<file path="src/rtl/audio_frame_streamer.sv">
// Ping-pong buffers incoming audio frames and sends each full buffer to a UART
// transmitter as a packet of sync byte, sequence byte and truncated samples.
module audio_frame_streamer #(
  parameter int unsigned BITS      = 16,
  parameter int unsigned CHANNELS  = 2,
  parameter int unsigned DEPTH     = 32,
  parameter int unsigned OUT_BYTES = 1,
  parameter logic [7:0]  SYNC      = 8'hA5
) (
  input  logic                     clk,
  input  logic                     n_reset,
  input  logic                     s_valid,
  input  logic [CHANNELS*BITS-1:0] s_data,
  output logic                     s_ready,
  output logic [7:0]               tx_data,
  output logic                     tx_valid,
  input  logic                     tx_ready,
  output logic [7:0]               buf_seq,
  output logic                     overrun,
  input  logic                     clear_overrun
);
  localparam int unsigned NB = DEPTH * CHANNELS * OUT_BYTES;
  localparam int unsigned AW = $clog2(NB);
  localparam int unsigned PW = $clog2(DEPTH);
  localparam int unsigned FB = CHANNELS * OUT_BYTES;

  typedef enum logic [2:0] {
    ST_IDLE,
    ST_HDR_SYNC,
    ST_HDR_SEQ,
    ST_PAYLOAD,
    ST_DONE
  } state_t;

  state_t          r_state;
  logic [7:0]      r_mem [2][2**AW];
  logic            r_fill_sel;
  logic            r_full;
  logic [PW-1:0]   r_wr_ptr;
  logic [AW-1:0]   r_rd_idx;
  logic [7:0]      r_tx_data;
  logic            r_tx_valid;
  logic [7:0]      r_buf_seq;
  logic            r_overrun;

  logic            w_busy;
  logic            w_accept;
  logic            w_swap;
  logic            w_wr_sel;
  logic            w_send_sel;
  logic            w_hs;
  logic [AW-1:0]   w_rd_addr;
  logic            w_unused_low;

  // Only the fill side can stall the source: full buffer while a packet is in flight.
  assign w_busy     = (r_state != ST_IDLE);
  assign s_ready    = !(r_full && w_busy);
  assign w_accept   = s_valid && s_ready;
  assign w_swap     = r_full && !w_busy;
  assign w_wr_sel   = r_full ? ~r_fill_sel : r_fill_sel;
  assign w_send_sel = ~r_fill_sel;
  assign w_hs       = r_tx_valid && tx_ready;
  assign w_rd_addr  = (r_state == ST_HDR_SEQ) ? AW'(0) : r_rd_idx + AW'(1);

  // Sample bits below the transmitted bytes are dropped by design.
  assign w_unused_low = ^s_data;

  assign tx_data  = r_tx_data;
  assign tx_valid = r_tx_valid;
  assign buf_seq  = r_buf_seq;
  assign overrun  = r_overrun;

  // Frame write: top OUT_BYTES of each channel, MSB byte at the lower address.
  always_ff @(posedge clk) begin
    if (n_reset && w_accept) begin
      for (int unsigned c = 0; c < CHANNELS; c++) begin
        for (int unsigned b = 0; b < OUT_BYTES; b++) begin
          r_mem[w_wr_sel][AW'(32'(r_wr_ptr) * FB + c * OUT_BYTES + b)] <=
            s_data[c*BITS + BITS - 1 - 8*b -: 8];
        end
      end
    end
  end

  always_ff @(posedge clk) begin
    if (!n_reset) begin
      r_state    <= ST_IDLE;
      r_fill_sel <= 1'b0;
      r_full     <= 1'b0;
      r_wr_ptr   <= '0;
      r_rd_idx   <= '0;
      r_tx_data  <= 8'h00;
      r_tx_valid <= 1'b0;
      r_buf_seq  <= 8'h00;
      r_overrun  <= 1'b0;
    end else begin
      if (s_valid && !s_ready) begin
        r_overrun <= 1'b1;
      end else if (clear_overrun) begin
        r_overrun <= 1'b0;
      end

      if (w_accept) begin
        r_wr_ptr <= r_wr_ptr + PW'(1);
      end
      // A swap always leaves wr_ptr at 0, so it never coincides with the last write.
      if (w_accept && (r_wr_ptr == PW'(DEPTH - 1))) begin
        r_full <= 1'b1;
      end else if (w_swap) begin
        r_full <= 1'b0;
      end
      if (w_swap) begin
        r_fill_sel <= ~r_fill_sel;
      end

      case (r_state)
        ST_IDLE: begin
          if (w_swap) begin
            r_state    <= ST_HDR_SYNC;
            r_tx_valid <= 1'b1;
            r_tx_data  <= SYNC;
          end
        end
        ST_HDR_SYNC: begin
          if (w_hs) begin
            r_state   <= ST_HDR_SEQ;
            r_tx_data <= r_buf_seq;
          end
        end
        ST_HDR_SEQ: begin
          if (w_hs) begin
            r_state   <= ST_PAYLOAD;
            r_tx_data <= r_mem[w_send_sel][w_rd_addr];
            r_rd_idx  <= w_rd_addr;
          end
        end
        ST_PAYLOAD: begin
          if (w_hs) begin
            if (r_rd_idx == AW'(NB - 1)) begin
              r_state    <= ST_DONE;
              r_tx_valid <= 1'b0;
            end else begin
              r_tx_data <= r_mem[w_send_sel][w_rd_addr];
              r_rd_idx  <= w_rd_addr;
            end
          end
        end
        ST_DONE: begin
          r_state   <= ST_IDLE;
          r_buf_seq <= r_buf_seq + 8'd1;
        end
        default: r_state <= ST_IDLE;
      endcase
    end
  end

endmodule

</file>
<file path="config.mk">
export PLATFORM = sky130hd
export DESIGN_NAME = audio_frame_streamer
export DESIGN_NICKNAME = d
export VERILOG_FILES = /design/src/rtl/audio_frame_streamer.sv
export SDC_FILE = /design/constraint.sdc
export NUM_CORES = 1
export LEC_CHECK = 0
export ABC_AREA = 1
export CORE_MARGIN = 2
export CORE_UTILIZATION = 23
export DETAILED_ROUTE_END_ITERATION = 6
export HOLD_SLACK_MARGIN = 0.05
export SYNTH_ARGS = -nofsm -noshare
export SYNTH_HDL_FRONTEND = slang
export SYNTH_SLANG_ARGS = --single-unit
</file>
<file path="constraint.sdc">
create_clock -name clk -period 3.3 [get_ports clk]
set_input_delay 0.495 -clock clk [delete_from_list [all_inputs] [get_ports clk]]
set_output_delay 0.495 -clock clk [all_outputs]
set_load 0.05 [all_outputs]
</file>
==> impl_metrics.tcl <==
set metrics [dict create \
    cts_tree "built" \
    num_vias 33420 \
    num-fill-cells 21130 \
    grt_util_all_layers_pct 12.52 \
    cts-resized-gates 0 \
    pre_cts_ws_ns 0.2597 \
    max_clock_freq_mhz 330.0 \
    syn_nets 4757 \
    cts_num_sinks 1058 \
    drive_above_1_share_pct 10.28 \
    powerDensity_nw_per_um2 503.8 \
    drtAntennaViolNets 0 \
    core_region_area_um2 205000 \
    grt_pass1_wl_um 202200 \
    r2r-end "tx_data[5]" \
    setup-violations-final 0 \
    drt-pass1-iter-count 6 \
    synth_cell_types 42 \
    syn_inst 4713 \
    post_cts_buffers 0 \
    grt_overflow 0 \
    whs_endpoint "r_mem[1][367]" \
    hold_class "input port to flip-flop" \
    yosysWarnings 0 \
    clk_pin_slew_ns 0.06 \
    end_kind "primary output" \
    cts-root-buf "clkbuf_16" \
    boundaryPins 56 \
    period_needed_ns 3.030 \
    antenna_found_initial 5 \
    first_iter_violations 3433 \
    gp_congestion 0.8222 \
    rows 166 \
    arrival_ns 2.54 \
    crit_fanout 5 \
    final_hold_viol_count 0 \
    multi_input_area_um2 14310 \
    postSynthAreaPerCell_um2 10.07 \
    cts-htree-levels 3 \
    holdPathStages 1 \
    layout_commonest_cell "nor2_1" \
    ff2ff_path_depth 13 \
    clock_latency_ns 0.69 \
    cts_max_path_buffers 3 \
    route.detailed.drc 0 \
    viasPerCell 4.449 \
    final_cell_mix "1453 x nor2_1, 1024 x edfxtp_1, 872 x nand2_1" \
    crit_path_start_kind "flip-flop" \
    ctsHoldBuffers 0 \
    rrSetupSlack_ns 0.37 \
    crit_required_ns 2.80 \
    outcome "completed" \
    seq_area_um2 31430 \
    cts_buffers 108 \
    holdCritStartpoint "s_data[15]" \
    drt_wl_total_um 135900 \
    clock_skew_ns 0.01782 \
    power_leakage_nw 20.18 \
    setup.worst_path.class "flip-flop to primary output" \
    io_buffer_count 39 \
    timing.setup.tns_ns 0 \
    rr_startpoint "r_state[2]" \
    min_period_over_period_pct 91.83 \
    utilization_pct 26.86 \
    fin_total_pwr_w 0.02774 \
    layout.nets 4788 \
    grt_max_degree 142 \
    placed_area_um2 51720 \
    die_h_um 458.3 \
    wl_per_cell_um 18.09 \
    dpl.hpwl_um 76710 \
    grt_pass1_vias 31870 \
    tightest_slew_ns 0.9042 \
    ir_drop_v 0.0003956 \
    netlist_area_um2 47480 \
    die-area_um2 210100 \
    die_w_um 458.3 \
    rsz0062_at_grt "false" \
    start_util_pct 23.16 \
    yosysSeqAreaShare_pct 66.20 \
    relSlewSlack_pct 39.72 \
    slew_viol_final 0 \
    yosys_register_bits 1058 \
    setup_ws_ns 0.2695 \
    area_delta_synth_final_pct 15.96 \
    drv_cap 0 \
    stdcell_area_um2 55060 \
]
[routing by layer]
| layer | share of wire, % | vias up | GRT usage [%] |
|---|---|---|---|
| li1 | - | 15990 | - |
| met2 | 48 | 1133 | 21.15 |
| met1 | 43 | 16110 | 16.53 |
| met5 | 0.0088 | - | 0 |
| met3 | 6.3 | 191 | 1.623 |
| met4 | 2.7 | 2 | 4.072 |
[synth_stat cells (all sizes together)]
master | instances | area (µm²)
nor2 | 1460 | 5558
edfxtp | 1024 | 30750
nand2 | 910 | 3615
nand3 | 551 | 2775
o21ai | 292 | 1747
buf | 181 | 1084
clkbuf | 131 | 491.7
inv | 46 | 177.7
a21oi | 43 | 215.2
dfxtp | 34 | 680.7
nor3 | 12 | 108.9
mux2i | 8 | 80.08
ha | 7 | 87.58
clkinv | 3 | 12.51
nor3b | 2 | 15.01
a211oi | 1 | 7.510
a31oi | 1 | 6.260
and3 | 1 | 6.260
nand4 | 1 | 6.260
nor4 | 1 | 21.27
o211ai | 1 | 7.510
or2 | 1 | 8.760
xnor2 | 1 | 8.760
xor2 | 1 | 8.760
[stage by stage]
step / hold WS [ns] / cells
floorplan: 0.4880 / 4713
global placement: 0.4667 / 7322
detailed placement: 0.4746 / 7322
CTS: 0.3286 / 7511
global route: 0.3520 / 7512
finish: 0.3583 / 7513
[critical path, stage by stage, from the launching register on]
cell and delay (ns):
dfxtp_1 0.38, or2_4 0.30, nor2_4 0.12, nor2_2 0.06, clkinv_2 0.07, clkdlybuf4s50_1 0.91
[how the worst max path moves through the flow]
stage                     from             to  slack (ns)  depth (start not counted)
finish              r_state[1]        s_ready        0.27                          5
global placement       n_reset   r_mem[1][76]        0.37                          6
global route        r_state[1]        s_ready        0.19                          5
floorplan           r_state[1]  r_mem[0][464]        0.42                         11
CTS                 r_state[1]        s_ready        0.21                          5
detailed placement     s_valid   r_mem[1][76]        0.26                          8
[power by group]
part	internal, W	switching [W]
clock	0.00673	0.00502
combinational	0.000294	0.000851
sequential	0.0148	0.0000549
[state kept, by name (all words and copies together) (netlist names), 3 cells and up]
name and count:
r_rd_idx 6, tx_data 8, r_mem 1024, buf_seq 8, r_state 3, r_wr_ptr 5
[cell families after synthesis]
kind of cell,Yosys count,synth area share (%)
simple gates,2939,25.52
flops,1058,66.20
mux,8,0.1687
fa+ha+maj,7,0.1845
compound gates,338,4.177
buf+inv,361,3.718
xor+xnor,2,0.03690
[final cells by class]
class / count / area share, %
sequential: 1058 / 57.09
multi-input combinational: 3294 / 26.00
tap: 2688 / 6.109
clock buffer: 141 / 5.322
timing repair buffer: 233 / 4.363
clock inverter: 48 / 0.7318
inverter: 49 / 0.3727
antenna: 2 / 0.009090
No activity file was read; power rests on OpenSTA's default activity.
